**config.mk**
```make
export PLATFORM = sky130hd
export DESIGN_NAME = packet_filter_fifo_flat
export DESIGN_NICKNAME = d
export VERILOG_FILES = /design/src/rtl/packet_filter_fifo_if.sv /design/src/rtl/packet_filter_fifo.sv /design/src/flat_wrapper.sv
export SDC_FILE = /design/constraint.sdc
export NUM_CORES = 1
export LEC_CHECK = 0
export ABC_AREA = 1
export CAP_MARGIN = 10
export CORE_MARGIN = 2
export CORE_UTILIZATION = 40
export DETAILED_ROUTE_END_ITERATION = 16
export GPL_ROUTABILITY_DRIVEN = 0
export SETUP_SLACK_MARGIN = 0.3
export SLEW_MARGIN = 0
export SYNTH_ARGS = -nofsm -noshare
export SYNTH_HDL_FRONTEND = slang
export SYNTH_SLANG_ARGS = --single-unit
```
**constraint.sdc**
```tcl
create_clock -name clk -period 7.5 [get_ports clk]
set_input_delay 1.5 -clock clk [delete_from_list [all_inputs] [get_ports clk]]
set_output_delay 1.5 -clock clk [all_outputs]
set_load 0.02 [all_outputs]
```
**src/rtl/packet_filter_fifo_if.sv**
```systemverilog
// Flit handshake bundle between the untrusted source, the packet filter and the router local port.
// slave is the filter's view; master is the view of the environment driving it.
interface packet_filter_fifo_if #(
    parameter int FLIT_WIDTH = 32
) ();
    logic                  rx;
    logic [FLIT_WIDTH-1:0] data_in;
    logic                  credit_o;
    logic                  tx;
    logic [FLIT_WIDTH-1:0] data_out;
    logic                  credit_i;

    modport slave (
        input  rx, data_in, credit_i,
        output credit_o, tx, data_out
    );

    modport master (
        output rx, data_in, credit_i,
        input  credit_o, tx, data_out
    );
endinterface

```
**src/rtl/packet_filter_fifo.sv**
```systemverilog
// Buffered local-port packet filter: checks ADDR/SIZE header checksums, forwards valid packets, pads stalled ones.
// Optional statistics counters are built only when PKT_FILTER_STATS_EN is defined.
module packet_filter_fifo #(
    parameter int         FLIT_WIDTH  = 32,
    parameter int         FIFO_DEPTH  = 4,
    parameter logic [7:0] X_MAX       = 8'd3,
    parameter logic [7:0] Y_MAX       = 8'd3,
    parameter int         TIMEOUT_MAX = 10,
    parameter int         MAX_SIZE    = 1024,
    parameter int         STAT_WIDTH  = 16
) (
    input  logic                  clk,
    input  logic                  reset,
    packet_filter_fifo_if.slave   bus,
    output logic                  busy,
    output logic [STAT_WIDTH-1:0] drop_cnt,
    output logic [STAT_WIDTH-1:0] tmo_cnt
);

    localparam int          AW         = $clog2(FIFO_DEPTH);
    localparam int          TW         = $clog2(TIMEOUT_MAX);
    localparam logic [TW-1:0] TMR_LAST = TW'(TIMEOUT_MAX - 1);
    localparam logic [23:0] MAX_SIZE_V = 24'(MAX_SIZE);
    localparam logic [15:0] IV         = {X_MAX, Y_MAX};

    typedef enum logic [2:0] {
        S_ADDR,
        S_SIZE,
        S_EADDR,
        S_ESIZE,
        S_PAYLOAD,
        S_PAD
    } state_t;

    state_t                state, state_n;
    logic [FLIT_WIDTH-1:0] mem [FIFO_DEPTH];
    logic [AW:0]           wr_ptr, rd_ptr;
    logic                  empty, full, push, pop;
    logic [FLIT_WIDTH-1:0] head;
    logic [FLIT_WIDTH-1:0] addr_q, size_q;
    logic [23:0]           rem;
    logic [TW-1:0]         timer;
    logic                  achk_ok, size_ok, timeout;
    logic                  load_addr, load_size, dec_rem;
    logic                  tx_c;
    logic [FLIT_WIDTH-1:0] dout_c;

    function automatic logic [7:0] addr_chk(input logic [15:0] addr);
        logic [7:0] chk;
        for (int i = 0; i < 8; i++)
            chk[i] = addr[2*i] ^ addr[2*i+1] ^ IV[2*i] ^ IV[2*i+1];
        return chk;
    endfunction

    function automatic logic [7:0] size_chk(input logic [23:0] size, input logic [7:0] achk);
        logic [7:0] chk;
        for (int i = 0; i < 8; i++)
            chk[i] = size[3*i] ^ size[3*i+1] ^ size[3*i+2] ^ achk[i];
        return chk;
    endfunction

    // Input FIFO: pointers carry one extra wrap bit to tell full from empty.
    assign empty        = (wr_ptr == rd_ptr);
    assign full         = (wr_ptr[AW] != rd_ptr[AW]) && (wr_ptr[AW-1:0] == rd_ptr[AW-1:0]);
    assign push         = bus.rx && !full;
    assign head         = mem[rd_ptr[AW-1:0]];
    assign bus.credit_o = !full;

    // NOTE: the storage array has no reset; the pointers alone decide which entries are valid.
    always_ff @(posedge clk) begin
        if (push)
            mem[wr_ptr[AW-1:0]] <= bus.data_in;
    end

    // NOTE: sequential state always uses non-blocking assignments so every register samples pre-edge values.
    always_ff @(posedge clk or negedge reset) begin
        if (!reset) begin
            wr_ptr <= '0;
            rd_ptr <= '0;
        end else begin
            if (push)
                wr_ptr <= wr_ptr + 1'b1;
            if (pop)
                rd_ptr <= rd_ptr + 1'b1;
        end
    end

    assign achk_ok = (head[23:16] == addr_chk(head[15:0]));
    assign size_ok = (head[31:24] == size_chk(head[23:0], addr_q[23:16]))
                     && (head[23:0] != 24'd0) && (head[23:0] <= MAX_SIZE_V);
    assign timeout = ((state == S_SIZE) || (state == S_PAYLOAD)) && empty && (timer == TMR_LAST);

    // NOTE: every output of this block gets a default first, so no path can infer a latch.
    always_comb begin
        state_n   = state;
        pop       = 1'b0;
        load_addr = 1'b0;
        load_size = 1'b0;
        dec_rem   = 1'b0;
        tx_c      = 1'b0;
        dout_c    = '0;
        case (state)
            S_ADDR: begin
                if (!empty) begin
                    pop = 1'b1;
                    if (achk_ok) begin
                        load_addr = 1'b1;
                        state_n   = S_SIZE;
                    end
                end
            end
            S_SIZE: begin
                if (!empty) begin
                    pop = 1'b1;
                    if (size_ok) begin
                        load_size = 1'b1;
                        state_n   = S_EADDR;
                    end else begin
                        state_n   = S_ADDR;
                    end
                end else if (timeout) begin
                    state_n = S_ADDR;
                end
            end
            S_EADDR: begin
                tx_c   = 1'b1;
                dout_c = addr_q;
                if (bus.credit_i)
                    state_n = S_ESIZE;
            end
            S_ESIZE: begin
                tx_c   = 1'b1;
                dout_c = size_q;
                if (bus.credit_i)
                    state_n = S_PAYLOAD;
            end
            S_PAYLOAD: begin
                tx_c   = !empty;
                dout_c = head;
                if (!empty && bus.credit_i) begin
                    pop     = 1'b1;
                    dec_rem = 1'b1;
                    if (rem == 24'd1)
                        state_n = S_ADDR;
                end else if (timeout) begin
                    state_n = S_PAD;
                end
            end
            S_PAD: begin
                tx_c = 1'b1;
                if (bus.credit_i) begin
                    dec_rem = 1'b1;
                    if (rem == 24'd1)
                        state_n = S_ADDR;
                end
            end
            default: state_n = S_ADDR;
        endcase
    end

    assign bus.tx       = tx_c;
    assign bus.data_out = dout_c;
    assign busy         = (state != S_ADDR);

    always_ff @(posedge clk or negedge reset) begin
        if (!reset) begin
            state  <= S_ADDR;
            addr_q <= '0;
            size_q <= '0;
            rem    <= '0;
            timer  <= '0;
        end else begin
            state <= state_n;
            if (load_addr)
                addr_q <= head;
            if (load_size) begin
                size_q <= head;
                rem    <= head[23:0];
            end else if (dec_rem) begin
                rem <= rem - 1'b1;
            end
            // Timer only runs while starved in a waiting state; any state change restarts it.
            if ((state_n != state) || !empty || !((state == S_SIZE) || (state == S_PAYLOAD)))
                timer <= '0;
            else
                timer <= timer + 1'b1;
        end
    end

`ifdef PKT_FILTER_STATS_EN
    logic drop_ev, tmo_ev;

    assign drop_ev = pop && (((state == S_ADDR) && !achk_ok) || ((state == S_SIZE) && !size_ok));
    assign tmo_ev  = timeout;

    always_ff @(posedge clk or negedge reset) begin
        if (!reset) begin
            drop_cnt <= '0;
            tmo_cnt  <= '0;
        end else begin
            if (drop_ev && (drop_cnt != '1))
                drop_cnt <= drop_cnt + 1'b1;
            if (tmo_ev && (tmo_cnt != '1))
                tmo_cnt <= tmo_cnt + 1'b1;
        end
    end
`else
    assign drop_cnt = '0;
    assign tmo_cnt  = '0;
`endif

endmodule

```
**src/flat_wrapper.sv**
```systemverilog
// flat-port wrapper written by rule: the top's interface ports become plain ports
module packet_filter_fifo_flat 
#(
    parameter int         FLIT_WIDTH  = 32,
    parameter int         FIFO_DEPTH  = 4,
    parameter logic [7:0] X_MAX       = 8'd3,
    parameter logic [7:0] Y_MAX       = 8'd3,
    parameter int         TIMEOUT_MAX = 10,
    parameter int         MAX_SIZE    = 1024,
    parameter int         STAT_WIDTH  = 16
)
  (clk, reset, busy, drop_cnt, tmo_cnt, bus_rx, bus_data_in, bus_credit_i, bus_credit_o, bus_tx, bus_data_out);
  packet_filter_fifo_if #(.FLIT_WIDTH(FLIT_WIDTH)) bus_i ();
  input  logic clk;
  input  logic reset;
  output logic busy;
  output logic [STAT_WIDTH-1:0] drop_cnt;
  output logic [STAT_WIDTH-1:0] tmo_cnt;
  input wire logic [$bits(bus_i.rx)-1:0] bus_rx;
  input wire logic [$bits(bus_i.data_in)-1:0] bus_data_in;
  input wire logic [$bits(bus_i.credit_i)-1:0] bus_credit_i;
  output wire logic [$bits(bus_i.credit_o)-1:0] bus_credit_o;
  output wire logic [$bits(bus_i.tx)-1:0] bus_tx;
  output wire logic [$bits(bus_i.data_out)-1:0] bus_data_out;
  assign bus_i.rx = bus_rx;
  assign bus_i.data_in = bus_data_in;
  assign bus_i.credit_i = bus_credit_i;
  assign bus_credit_o = bus_i.credit_o;
  assign bus_tx = bus_i.tx;
  assign bus_data_out = bus_i.data_out;
  packet_filter_fifo #(.FLIT_WIDTH(FLIT_WIDTH), .FIFO_DEPTH(FIFO_DEPTH), .X_MAX(X_MAX), .Y_MAX(Y_MAX), .TIMEOUT_MAX(TIMEOUT_MAX), .MAX_SIZE(MAX_SIZE), .STAT_WIDTH(STAT_WIDTH)) u_core (.clk(clk), .reset(reset), .bus(bus_i), .busy(busy), .drop_cnt(drop_cnt), .tmo_cnt(tmo_cnt));
endmodule
```
==> results.py <==
metrics = {
    "status": {
        "status": "complete, no violations",
    },
    "power": {
        "vdd_drop_max_uv": 248.5,
        "power_density_mw_per_mm2": 382.7,
        "p_leak_uw": 0.005682,
        "fin_total_pwr_uw": 4957,
    },
    "worst_setup_path": {
        "crit_type": "reg -> out",
        "crit_buf_inv": 2,
        "crit_slowest_cell": "clkdlybuf4s50_1",
        "critPathMaxStageDelay_ns": 0.69,
        "critPathMaxFanout": 69,
        "arrival_ns": 3.42,
        "path_delay_family": "buffers and inverters",
        "start_kind": "register",
        "r2r_start": "u_core.rd_ptr[0]$_DFFE_PN0P_",
        "end_kind": "output pin",
        "r2r_cells": 19,
        "crit_top_cell": "nand2_1",
        "crit_chain": "inv_4, nand2_1, nand3_1, nand2_1, o21ai_0, clkdlybuf4s50_1",
        "required_ns": 6.00,
        "r2r-end": "u_core.size_q[13]$_DFFE_PN0P_",
        "r2r_slack_ns": 2.74,
    },
    "synth": {
        "synth-edff-count": 128,
        "synthMuxAreaShare": 0,
        "synthFlopType": "edfxtp_1",
        "synth-seq-cells": 229,
        "synth_top_family_by_area": "simple AND/OR/NAND/NOR gates",
        "synth_top_area_cell": "edfxtp_1",
        "synthTopCellsByCount": "409 x nand2_1, 128 x edfxtp_1, 107 x nand3_1, 101 x dfrtp_1, 92 x o21ai_0",
        "yosysMostFrequentCell": "nand2_1",
        "yosys.area_share.xor_xnor": 0.02574,
        "yosys.area_share.adder": 0.02340,
        "synth_area_sq_mm": 0.01123,
        "synth_compound_area_frac": 0.07911,
        "ys_seq_area_frac": 0.5674,
        "syn_avg_cell_area_sq_um": 9.159,
        "synth-simple-area-share": 0.2284,
        "yosysWarnings": 0,
        "postSynthCellCount": 1226,
        "synthTopCellsByArea": "edfxtp_1 34%, dfrtp_1 23%, nand2_1 14%, nand3_1 4.8%, o21ai_0 4.1%",
        "synth_top_area_frac": 0.3423,
        "synthDistinctLibCells": 34,
        "async_reset_ff_frac": 0.4410,
    },
    "cts": {
        "cts_resized": 0,
        "ctsRootBufferMaster": "clkbuf_16",
        "cts.path.max_buffers": 3,
        "tritoncts": "yes",
        "htree_levels": 1,
        "ctsHoldBuffers": 0,
        "insertion_delay_ns": 0.54,
        "cts.sinks": 229,
        "numCtsBuffers": 25,
        "postCtsSetupBuffers": 0,
        "clk_pin_slew_ns": 0.06,
    },
    "detailed_routing": {
        "antenna_left": 0,
        "avgRoutedWirePerCell_um": 16.71,
        "vias": 8353,
        "drt_iter0_drc": 678,
        "firstDrtPassIters": 5,
        "wl_mm": 28.09,
        "drc": 0,
        "vias_per_cell": 4.969,
    },
    "layout": {
        "final_core_util": 0.4675,
        "drive_gt1_frac": 0.05602,
        "fin_nets": 1341,
        "syn_to_final_growth_pct": 15.34,
        "n_antenna_cell": 0,
    },
    "placed_design": {
        "hpwl_mm": 18.43,
        "numPortBuffers": 70,
    },
    "job": {
        "maxCapViolCount": 0,
    },
    "timing": {
        "setup_viol": 0,
        "timing.final.crit_share": 0.6554,
        "fmaxAchievable_mhz": 203.4,
        "clock-skew-final_ns": 0.02532,
        "hold_viol_final": 0,
        "fin_tns_setup_ns": 0,
        "slew_viol_final": 0,
        "fin_crit_ns": 4.916,
        "rsz0062_at_grt": "false",
        "hold_ws_ns": 0.4748,
        "tightest_slew_ns": 1.188,
        "max-slew-margin-rel": 0.2075,
    },
    "grt": {
        "antenna_found_initial": 0,
        "track_usage": 0.1925,
        "overflow": 0,
        "grt_max_degree": 70,
        "grt_pass1_vias": 7912,
        "grt_pass1_wl_mm": 43.75,
    },
    "min_path": {
        "hold_path_class": "reg -> reg",
        "hold-path-endpoint": "u_core.size_q[22]$_DFFE_PN0P_",
        "min_path_cells": 2,
        "min_from": "u_core.size_q[22]$_DFFE_PN0P_",
    },
    "die": {
        "core_sq_mm": 0.02771,
        "rows": 61,
        "die_h_um": 171.6,
        "die_w_um": 171.6,
        "start_util": 0.4053,
        "fp.dieArea_sq_mm": 0.02943,
        "ios": 103,
    },
}
==> logic make-up (layout without fill, tap and decap cells) <==
logic type      after synthesis  after routing
other cells                   1             32
buf+inv                     167            213
compound gates              154            154
flops                       229            229
simple gates                621            621
xor+xnor                     33             33
fa+ha+maj                    21             21
==> how the worst max path moves through the flow <==
stage / startpoint / endpoint / slack (ns) / cells after the start
global route: u_core.rd_ptr[0]$_DFFE_PN0P_ / u_core.rem[12]$_DFFE_PN0P_ / 2.30 / 19
finish: u_core.rd_ptr[0]$_DFFE_PN0P_ / bus_data_out[10] / 2.58 / 6
floorplan: bus_rx / u_core.mem[3][0]$_DFFE_PP_ / 4.00 / 2
global placement: u_core.rd_ptr[0]$_DFFE_PN0P_ / u_core.rem[12]$_DFFE_PN0P_ / 2.91 / 19
detailed placement: u_core.rd_ptr[0]$_DFFE_PN0P_ / u_core.size_q[13]$_DFFE_PN0P_ / 2.78 / 19
CTS: u_core.rd_ptr[0]$_DFFE_PN0P_ / bus_data_out[10] / 2.58 / 6
==> layout by cell type, fill, tap and decap left out, types with 7 or more instances in the layout <==
master	count
nand2_1	408
edfxtp_1	128
nand3_1	107
dfrtp_1	100
o21ai_0	92
inv_1	83
clkdlybuf4s50_1	69
nor2_1	63
conb_1	32
a22oi_1	31
clkbuf_16	25
ha_1	21
xor2_1	20
xnor2_1	13
buf_4	13
o21ai_1	12
nand2_2	10
a21oi_1	8
nand4_1	7
clkbuf_1	7
==> registers in the layout (all words and copies together), names as in the netlist <==
name and count:
u_core.mem 128, u_core.wr_ptr 3, u_core.state 3, u_core.rd_ptr 3, u_core.timer 4, u_core.addr_q 32, u_core.size_q 32, u_core.rem 24
==> per-layer routing <==
| layer | up-vias | GRT usage | wire length, um |
|---|---|---|---|
| li1 | 4110 | - | - |
| met1 | 3975 | 0.2637 | 12690 |
| met2 | 229 | 0.3213 | 13250 |
| met3 | 39 | 0.02508 | 1457 |
| met4 | 0 | 0.05416 | 693 |
| met5 | - | 0 | 0 |
==> report_power, final <==
| part | internal (uW) | total, uW | leakage (uW) | switching (uW) |
|---|---|---|---|---|
| logic | 565 | 1990 | 0.00281 | 1420 |
| clock network | 781 | 1280 | 0.000414 | 497 |
| registers | 1570 | 1690 | 0.00246 | 116 |
==> area by class of cell <==
| class | count | area (sq um) |
|---|---|---|
| Timing Repair Buffer | 82 | 788.3 |
| Tap cell | 378 | 473.0 |
| Inverter | 85 | 321.6 |
| Fill cell | 2652 | 14750 |
| Clock inverter | 11 | 158.9 |
| Clock buffer | 35 | 693.2 |
| Sequential cell | 229 | 6372 |
| Multi-Input combinational cell | 861 | 4145 |
==> tightest hold or removal path, cell delays in order (launching register included) <==
cell	delay, ns
dfrtp_1	0.35
nand2_1	0.05
inv_1	0.04
==> stage by stage <==
stage	setup slack, ns	cell area [sq um]	instances
4_1_cts	2.575	12950	1681
3_3_place_gp	2.908	12100	1635
2_1_floorplan	3.999	11350	1257
5_1_grt	2.296	12950	1681
6_report	2.584	12950	1681
3_5_place_dp	2.775	12100	1635
(Power assumes the default switching activity.)
